===== src/rtl/booth_digit_sequencer.sv =====
// Radix-16 Booth digit sequencer: load pulse, then one digit per cycle.
// Optional MUL_SIGNED_EN selects a two's-complement operand.
module booth_digit_sequencer #(
  parameter int WIDTH = 32,
`ifdef MUL_SIGNED_EN
  localparam int NDIG = WIDTH / 4,
`else
  localparam int NDIG = WIDTH / 4 + 1,
`endif
  localparam int IW = $clog2(NDIG + 1)
) (
  input  logic             clk,
  input  logic             rst_n,
  input  logic             start,
  input  logic [WIDTH-1:0] multiplier_din,
  output logic             ready,
  output logic             load,
  output logic             digit_valid,
  output logic             digit_neg,
  output logic [3:0]       digit_mag,
  output logic [IW-1:0]    digit_idx,
  output logic             digit_last,
  output logic             done
);

  typedef enum logic [1:0] {
    IDLE,
    LOAD,
    RUN,
    DONE
  } state_t;

  localparam logic [IW-1:0] LAST = IW'(NDIG - 1);

  state_t           state;
  state_t           state_nxt;
  logic [WIDTH+4:0] sr;
  logic [WIDTH+4:0] sr_nxt;
  logic [IW-1:0]    cnt;
  logic [IW-1:0]    cnt_nxt;
  logic             ext;
  logic [4:0]       w;
  logic [3:0]       p;

`ifdef MUL_SIGNED_EN
  assign ext = multiplier_din[WIDTH-1];
`else
  assign ext = 1'b0;
`endif

  assign w = sr[4:0];
  assign p = {1'b0, w[3:1]} + {3'b000, w[0]};
  assign digit_idx = digit_valid ? cnt : '0;

  // State, operand shift register and digit counter
  always_ff @(posedge clk or negedge rst_n) begin
    if (!rst_n) begin
      state <= IDLE;
      sr    <= '0;
      cnt   <= '0;
    end else begin
      state <= state_nxt;
      sr    <= sr_nxt;
      cnt   <= cnt_nxt;
    end
  end

  // Next-state and control outputs; top bit of sr is the fill bit
  always_comb begin
    state_nxt   = state;
    sr_nxt      = sr;
    cnt_nxt     = cnt;
    ready       = 1'b0;
    load        = 1'b0;
    digit_valid = 1'b0;
    digit_last  = 1'b0;
    done        = 1'b0;
    unique case (state)
      IDLE: begin
        ready = 1'b1;
        if (start) begin
          sr_nxt    = {{4{ext}}, multiplier_din, 1'b0};
          state_nxt = LOAD;
        end
      end
      LOAD: begin
        load      = 1'b1;
        cnt_nxt   = '0;
        state_nxt = RUN;
      end
      RUN: begin
        digit_valid = 1'b1;
        sr_nxt  = {{4{sr[WIDTH+4]}}, sr[WIDTH+4:4]};
        cnt_nxt = cnt + 1'b1;
        if (cnt == LAST) begin
          digit_last = 1'b1;
          state_nxt  = DONE;
        end
      end
      DONE: begin
        done      = 1'b1;
        state_nxt = IDLE;
      end
      default: state_nxt = IDLE;
    endcase
  end

  // Window to sign/magnitude; the all-ones window maps to +0
  always_comb begin
    digit_neg = 1'b0;
    digit_mag = 4'd0;
    unique case (1'b1)
      (!digit_valid): begin
        digit_neg = 1'b0;
        digit_mag = 4'd0;
      end
      (digit_valid && !w[4]): begin
        digit_mag = p;
      end
      (digit_valid && w[4] && p == 4'd8): begin
        digit_mag = 4'd0;
      end
      (digit_valid && w[4] && p != 4'd8): begin
        digit_neg = 1'b1;
        digit_mag = 4'd8 - p;
      end
    endcase
  end

endmodule

===== config.mk =====
export PLATFORM = sky130hd
export DESIGN_NAME = booth_digit_sequencer
export DESIGN_NICKNAME = d
export VERILOG_FILES = /design/src/rtl/booth_digit_sequencer.sv
export SDC_FILE = /design/constraint.sdc
export NUM_CORES = 1
export LEC_CHECK = 0
export ABC_AREA = 1
export CAP_MARGIN = 20
export CORE_AREA = 3 3 87 89
export DETAILED_ROUTE_END_ITERATION = 10
export DIE_AREA = 0 0 90 92
export PLACE_DENSITY_LB_ADDON = 0.25
export SLEW_MARGIN = 30
export SYNTH_ARGS = -nofsm -noshare
export SYNTH_HDL_FRONTEND = slang
export SYNTH_SLANG_ARGS = --single-unit

===== constraint.sdc =====
create_clock -name clk -period 2 [get_ports clk]
set_input_delay 0.5 -clock clk [delete_from_list [all_inputs] [get_ports clk]]
set_output_delay 0.5 -clock clk [all_outputs]
set_load 0.1 [all_outputs]

# Word-level counts from Yosys, hierarchy flattened
# Index checks and enable logic that the tools add are counted.
[classes]
add_sub_neg = 3
eq_ne = 8
n_mux = 15
n_bitwise = 1
n_reduce_logical = 13
[op_table]
columns = ["op", "n"]
rows = [
  ["$pmux W37 S2", 1],
  ["$mux W37", 1],
  ["$pmux W4 S3", 1],
  ["$eq A4 B4 Y1 const B", 2],
  ["$pmux W2 S4", 1],
  ["$pmux W4 S2", 1],
  ["$mux W1", 7],
  ["$add A3 B1 Y4", 1],
  ["$add A4 B1 Y4 const B", 1],
  ["$eq A2 B2 Y1 const B", 2],
  ["$logic_and A1 B1 Y1", 4],
  ["$mux W2", 2],
  ["$mux W4", 1],
  ["$ne A2 B2 Y1 const B", 2],
  ["$ne A4 B4 Y1 const B", 1],
  ["$reduce_and A2 Y1", 2],
  ["$reduce_bool A2 Y1", 2],
  ["$sub A4 B4 Y4 const A", 1],
  ["$reduce_and A3 Y1", 1],
  ["$eq A2 B1 Y1 const B", 1],
  ["$logic_not A1 Y1", 2],
  ["$logic_not A2 Y1", 1],
  ["$reduce_or A2 Y1", 1],
  ["$not A1 Y1", 1],
]
[totals]
reg_bits = 43
input_bits = 35
out_inout_bits = 14

# Longest topological paths before layout
# Gate-level depths: netlist of run 1.
[depth]
depth_word = 6
mapped_depth = 9

# Worst setup path before layout of run 1
# OpenSTA, ideal clock, no wires.
[synth_timing]
path_type = "flip-flop to output port"
startpoint = "reg state[0]"
endpoint = "out digit_mag[0]"
arrival_ns = 3.804
required_ns = 1.500
setup_slack_ns = -2.304
stages_incl_launch_ff = 8
path_buffers = 1
path_cell_list = "dfrtp_1 inv_1 ha_1 buf_4 nand2_1 nor2_1 nand2_1 nand2_1"
[synth_via]
elab_chain_cells = 6
elab_cells_between_ends = 9
[synth_rtl]
columns = ["element", "line", "rtl"]
rows = [
  ["start: declaration", "35", "state_t state;"],
  ["start signal: assignment", "62", "state <= state_nxt;"],
  ["$eq A2 B2 Y1 *", "78", "unique case (state)"],
  ["$mux W1 *", "78", ""],
  ["via digit_valid", "18", "output logic digit_valid,"],
  ["$logic_and A1 B1 Y1", "120, 123", ""],
  ["$logic_and A1 B1 Y1", "120", "(digit_valid && w[4] && p == 4'd8): begin"],
  ["$reduce_or A2 Y1 (no line)", "-", ""],
  ["$pmux W4 S3 *", "112", "unique case (1'b1)"],
  ["end: declaration", "20", "output logic [3:0] digit_mag,"],
]
# The timed path passes the listed nets; every way through them passes the cells marked *.

# Final worst setup path of run 1
[layout_timing]
startpoint = "reg sr[0]"
endpoint = "out digit_mag[1]"
[layout_via]
elab_chain_cells = 5
elab_cells_between_ends = 8
[layout_rtl]
columns = ["element", "line", "rtl"]
rows = [
  ["start: declaration", "37", "logic [WIDTH+4:0] sr;"],
  ["start signal: assignment", "63", "sr <= sr_nxt;"],
  ["$add A3 B1 Y4 *", "52", "assign p = {1'b0, w[3:1]} + {3'b000, w[0]};"],
  ["branches (longest 3 deep; another with $sub A4 B4 Y4)", "-", ""],
  ["$pmux W4 S3 *", "112", ""],
]
# Mark *: on every way between the ends.

==> impl_metrics.csv, run 1 <==
group,metric,value,unit
cts,cts_made_buffers,5,
setup_path,worstPathArrival,1.95,ns
place,io_buffers,48,
cts,clockBufferDepth,2,
global_routing,grt_antenna_before_repair,0,
global_routing,grt_pass1_wl,8797,um
floorplan,fp.dieW,90,um
route,num_vias,1930,
yosys,syn_area_per_cell,7.799,um^2
yosys,synth-seq-cells,40,
yosys,synth_compound_area_share,12.95,%
yosys,yosys_warnings,0,
route,routed_wl,5045,um
route,drt-initial-drc-count,127,
yosys,synth-adder-area-share,5.942,%
setup_path,rr_worst_depth,10,
pwr,finalPower,0.005926,W
cts,postCtsHoldBufs,0,
setup_path,path_class,"reg -> out",
global_routing,grt_max_degree,28,
cts,root_buffer,"clkbuf_8",
setup_path,cp-end-kind,"output pin",
layout,area_delta_synth_final,58.35,%
sta,timing.final.ws_setup,-0.4519,ns
cts,cts_tree,"done",
yosys,yosys-mux-area-fraction,0,%
outcome,violations,"negative setup slack",
floorplan,rows,30,
yosys,yosysTopAreaCellShare,47.53,%
run,maxCapViolCount,0,
setup_path,reg2reg_slack,0.22,ns
hold_path,holdCritPathClass,"in -> async",
cts,htree_levels,2,
cts,insertion_delay,0.29,ns
cts,cts.reportedPaths.clkPinSlew,0.08,ns
sta,fin_setup_tns,-2.201,ns
sta,rsz0062_at_grt,"yes",
yosys,synth_cells,270,
route,viasPerCell,4.478,
sta,setup_viol,5,
route,drc,0,
route,first_pass_iters,4,
setup_path,critPathSlowestCell,"dfrtp_1",
cts,cts_sinks,40,
sta,fmax,0.4078,GHz
sta,max-slew-margin-rel,66.69,%
floorplan,start_util,30.82,%
global_routing,grt_pass1_vias,1895,
sta,hold_viol_final,0,
yosys,synthXorXnorAreaFrac,0,%
pwr,p_leak,1.471,nW
floorplan,dieArea,8280,um^2
layout,regArea,1005,um^2
place,place.gp.congestion,0.7984,
layout,layout-drive-gt1-share,23.28,%
setup_path,worstReg2RegEnd,"sr[7]",
floorplan,dieHeight,92,um
sta,tightest_slew,0.4997,ns
setup_path,critPathLaunchType,"register",
yosys,synth.cell_area,2106,um^2
pwr,ir_worst_vdd,0.0004836,V
pwr,p_per_area,1777,nW/um^2
route,postRouteAntennaNets,0,
setup_path,critPathRequiredTime,1.50,ns
yosys,synth-simple-area-share,25.31,%
floorplan,coreArea,6832,um^2
sta,hold_ws,0.1697,ns
setup_path,r2r-start,"state[1]",
setup_path,crit_chain,"ha_2 -> ha_4 -> inv_2 -> ha_4 -> inv_4 -> nor2_4 -> nor2_4 -> nand2_4 -> nand2_8 -> buf_12",
setup_path,worst_path_largest_cell_delay,0.39,ns
layout,diodes,0,
layout,fin_nets,379,
sta,finalCriticalPeriod,2.452,ns
yosys,synth_cell_types,17,
yosys,ys_seq_area_share,47.53,%
layout,multi_input_area,1127,um^2
yosys,yosys.area.top_type,"dfrtp_1",
global_routing,track_usage,12.92,%
setup_path,crit_fanout,4,
sta,skew,0.007956,ns
yosys,synth_top_family_by_area,"simple AND/OR/NAND/NOR gates",
global_routing,grt_overflow,0,
floorplan,io_pins,49,
route,wl_per_cell,11.71,um
yosys,synthTopCellsByArea,"dfrtp_1 (48%), nand2_1 (16%), a31oi_1 (9.2%)",
yosys,syn-num-nets,315,
place,dp_hpwl,3635,um
outcome,status,"finished with violations",
layout,fillers,691,
sta,maxSlewViolCount,0,
sta,finalCritPeriodShare,122.6,%
layout by cell type (no fill, tap or decap):
cell,instances
a21oi_1,2
a21oi_4,1
a31oi_1,31
and2_1,1
buf_12,19
buf_2,1
buf_4,18
bufbuf_16,1
clkbuf_1,2
clkbuf_8,6
clkdlybuf4s50_1,33
clkinvlp_4,4
dfrtp_1,37
dfrtp_2,3
ha_1,5
ha_2,1
ha_4,4
inv_1,15
inv_2,2
inv_4,1
inv_6,1
nand2_1,79
nand2_4,7
nand2_8,3
nand3_1,7
nand3_2,1
nand4_1,1
nor2_1,36
nor2_4,3
o21ai_0,6
o21ai_2,1
o21ai_4,1
o22ai_1,2
kinds of logic after synthesis:
group	after synthesis
AOI/OAI and AO/OA	44
DFF	40
adders and majority gates	10
buffers and inverters	38
and+or+nand+nor	138
state kept, by name, summed over array words and instances, names as in the netlist:
register  cells
sr           34
cnt           4
state         2
metal layers:
metal | track usage (%) | routed length, um
met1 | 16.83 | 2376
met2 | 21.72 | 2406
met3 | 2.625 | 201
met4 | 3.827 | 61
met5 | 0 | 0
metrics by stage:
step                std cells  util (%)  cell area (um^2)  setup WS (ns)
floorplan                 270         -              2321        -0.5462
global placement          412     45.18              3087        -0.1618
detailed placement        412     45.18              3087        -0.1880
CTS                       428     48.10              3286        -0.4670
global route              431     48.81              3334        -0.5414
finish                    431     48.81              3334        -0.4519
where the power goes:
part | total, W | switching, W | leakage, nW | internal, W
clock | 0.000551 | 0.000269 | 0.0455 | 0.000281
combinational | 0.00393 | 0.00228 | 0.970 | 0.00165
sequential | 0.00144 | 0.000239 | 0.455 | 0.00120
critical path: cells and delay by family (launching register included):
kind | cells | cell delay (ns)
buffers and inverters | 3 | 0.26
adder cells (fa/ha/maj) | 3 | 0.63
flip-flops | 1 | 0.39
AND/OR/NAND/NOR | 4 | 0.37
what timing repair did:
action                                 in CTS  in global routing
endpoints found under the hold margin       0                  0
pin swaps                                  11                  2
setup endpoints to repair                  10                 37
gates cloned                                1                  0
gates resized for setup                     7                  6
setup buffers                               7                  5
synthesized netlist by cell type:
| cell | n |
|---|---|
| buf_4 | 5 |
| o22ai_1 | 2 |
| and2_1 | 1 |
| nor2_1 | 39 |
| o21ai_0 | 7 |
| nand4_1 | 1 |
| a31oi_1 | 31 |
| buf_2 | 8 |
| nand3_1 | 8 |
| o21ai_4 | 1 |
| inv_1 | 22 |
| a21oi_1 | 3 |
| ha_1 | 10 |
| inv_4 | 1 |
| nand2_1 | 89 |
| dfrtp_1 | 40 |
| clkbuf_1 | 2 |
worst max path at each step:
stage,from,to,slack (ns)
6_report,sr[0],digit_mag[1],-0.45
2_1_floorplan,sr[1],digit_mag[0],-0.55
3_3_place_gp,sr[1],digit_mag[1],-0.16
4_1_cts,sr[0],digit_mag[1],-0.47
5_1_grt,sr[0],digit_mag[1],-0.54
3_5_place_dp,sr[1],digit_mag[0],-0.19
cell type report:
cell class / instances / share of cell area, %
clock buffers: 8 / 2.702
inverters: 23 / 3.265
multi-input cells: 192 / 33.81
flip-flops and latches: 40 / 30.13
well taps: 96 / 3.602
repair buffers: 72 / 26.49
Note: power is estimated with default switching activity, not from simulation.
==> run 2, diff against run 1 <==
==> constraint.sdc (replaced) <==
create_clock -name clk -period 2.3 [get_ports clk]
set_input_delay 0.575 -clock clk [delete_from_list [all_inputs] [get_ports clk]]
set_output_delay 0.575 -clock clk [all_outputs]
set_load 0.1 [all_outputs]
==> impl_metrics.csv, run 2 (same netlist as run 1, synthesis figures left out) <==
group,metric,value,unit
sta,fmax,0.3988,GHz
pwr,p_sw,0.002308,W
sta,tightest_slew,0.5062,ns
global_routing,grt_max_degree,68,
place,io_buffers,48,
cts,cts_sinks,40,
route,num_vias,1887,
global_routing,grt_antenna_before_repair,0,
floorplan,rows,30,
route,wl_per_cell,11.29,um
outcome,violations,"negative setup slack",
layout,regMostFlops,"sr",
cts,cts.reportedPaths.clkPinSlew,0.08,ns
floorplan,coreArea,6832,um^2
setup_path,critPathLaunchType,"register",
cts,clockBufferDepth,2,
outcome,status,"finished with violations",
layout,final_cell_mix,"nand2_1 (83), dfrtp_1 (40), nor2_1 (36), clkdlybuf4s50_1 (33), a31oi_1 (31)",
setup_path,worstSetupStartpoint,"sr[1]",
route,viasPerCell,4.536,
setup_path,critPathRequiredTime,1.73,ns
pwr,p_per_area,1515,nW/um^2
floorplan,dieArea,8280,um^2
place,dp_hpwl,3379,um
place,pre_cts_ws,0.02553,ns
pwr,seq_power_share,26.9,%
floorplan,io_pins,49,
sta,timing.final.ws_setup,-0.2077,ns
sta,rsz0062_at_grt,"yes",
pwr,swShare,49.04,%
sta,hold_viol_final,0,
global_routing,grt_overflow,0,
setup_path,r2r-start,"state[0]",
layout,top_regs,"sr (34), cnt (4), state (2)",
run,maxCapViolCount,0,
cts,cts_made_buffers,5,
route,drt-initial-drc-count,87,
cts,postCtsHoldBufs,0,
pwr,clkPwrFrac,10.1,%
sta,finalCritPeriodShare,109.0,%
cts,cts_tree,"done",
route,postRouteAntennaNets,0,
hold_path,holdCritPathClass,"in -> async",
cts,insertion_delay,0.28,ns
layout,multi_input_area,1090,um^2
sta,finalCriticalPeriod,2.508,ns
pwr,share_comb_of_total_power,63.0,%
cts,root_buffer,"clkbuf_8",
floorplan,start_util,30.82,%
floorplan,dieHeight,92,um
sta,maxSlewViolCount,0,
layout,largest_reg_flops,34,
cts,htree_levels,2,
layout,final_common_cell,"nand2_1",
sta,max-slew-margin-rel,66.26,%
sta,fin_setup_tns,-0.9999,ns
layout,fillers,701,
route,routed_wl,4696,um
global_routing,grt_pass1_wl,8328,um
setup_path,crit_fanout,4,
layout,area_delta_synth_final,47.53,%
global_routing,grt_pass1_vias,1894,
sta,hold_ws,0.3414,ns
floorplan,fp.dieW,90,um
layout,fin_nets,364,
setup_path,worstPathArrival,1.93,ns
global_routing,track_usage,11.93,%
sta,skew,0.008205,ns
route,drc,0,
setup_path,worstReg2RegEnd,"sr[7]",
layout,regArea,1001,um^2
setup_path,reg2reg_slack,0.46,ns
layout,layout-drive-gt1-share,16.88,%
pwr,p_leak,1.326,nW
pwr,internal_power,0.002398,W
setup_path,rr_worst_depth,8,
layout,diodes,0,
sta,setup_viol,5,
route,first_pass_iters,4,
setup_path,cp-end-kind,"output pin",
place,place.gp.congestion,0.8020,
setup_path,path_class,"reg -> out",
pwr,ir_worst_vdd,0.0004489,V
==> run 2: cell types whose count changed in the layout (fill, tap and decap cells not counted), sizes merged <==
cell    previous run  this run
bufbuf             1         0
buf               38        24
==> run 2: what timing repair did <==
action,4_1_cts,5_1_grt
gates cloned,0,0
pin swaps,10,0
endpoints found under the setup margin,5,9
buffers inserted,2,0
gates resized for setup,3,1
==> run 2: layer usage <==
layer	vias to the layer above	GRT usage [%]	wire, um	part of all wire [%]
li1	967	-	-	-
met1	885	14.63	2246	48
met2	33	21.59	2266	48
met3	2	2.707	166	3.5
met4	0	2.168	17	0.36
met5	-	0	0	0
==> run 2: layout make-up <==
| class | instances | area share, % |
|---|---|---|
| Multi-Input combinational cell | 192 | 35.08 |
| Sequential cell | 40 | 32.22 |
| Timing Repair Buffer | 57 | 22.51 |
| Tap cell | 96 | 3.866 |
| Inverter | 23 | 3.423 |
| Clock buffer | 8 | 2.900 |
==> run 2: how the worst max path moves through the flow <==
stage | end | slack, ns | cells after the start
after global routing | digit_mag[0] | -0.29 | 10
after CTS | digit_mag[1] | -0.21 | 10
after detailed placement | digit_mag[1] | 0.03 | 10
final | digit_mag[1] | -0.21 | 10
after global placement | digit_mag[1] | 0.05 | 10
after floorplan | digit_mag[0] | -0.32 | 9
==> run 2: power by group through the flow <==
| stage | sequential (W) | combinational, W | clock [W] |
|---|---|---|---|
| 2_1_floorplan | 0.00121 | 0.00224 | 0 |
| 3_3_place_gp | 0.00126 | 0.00291 | 0 |
| 3_5_place_dp | 0.00127 | 0.00295 | 0 |
| 4_1_cts | 0.00127 | 0.00299 | 0.000486 |
| 5_1_grt | 0.00131 | 0.00328 | 0.000522 |
| 6_report | 0.00127 | 0.00297 | 0.000475 |
==> run 2: critical path: stages (launching register included) <==
cell     delay [ns]
dfrtp_1        0.42
ha_4           0.18
ha_4           0.26
inv_2          0.04
ha_4           0.15
inv_4          0.05
nor2_4         0.03
nor2_4         0.18
nand2_4        0.09
nand2_8        0.07
buf_12         0.17
==> run 2: stage by stage <==
stage	util (%)	instance area (um^2)	cells	total power, W
4_1_cts	45.42	3103	416	0.004745
5_1_grt	45.48	3107	416	0.005111
2_1_floorplan	-	2276	270	0.003457
3_5_place_dp	43.64	2982	406	0.004221
3_3_place_gp	43.64	2982	406	0.004171
6_report	45.48	3107	416	0.004706
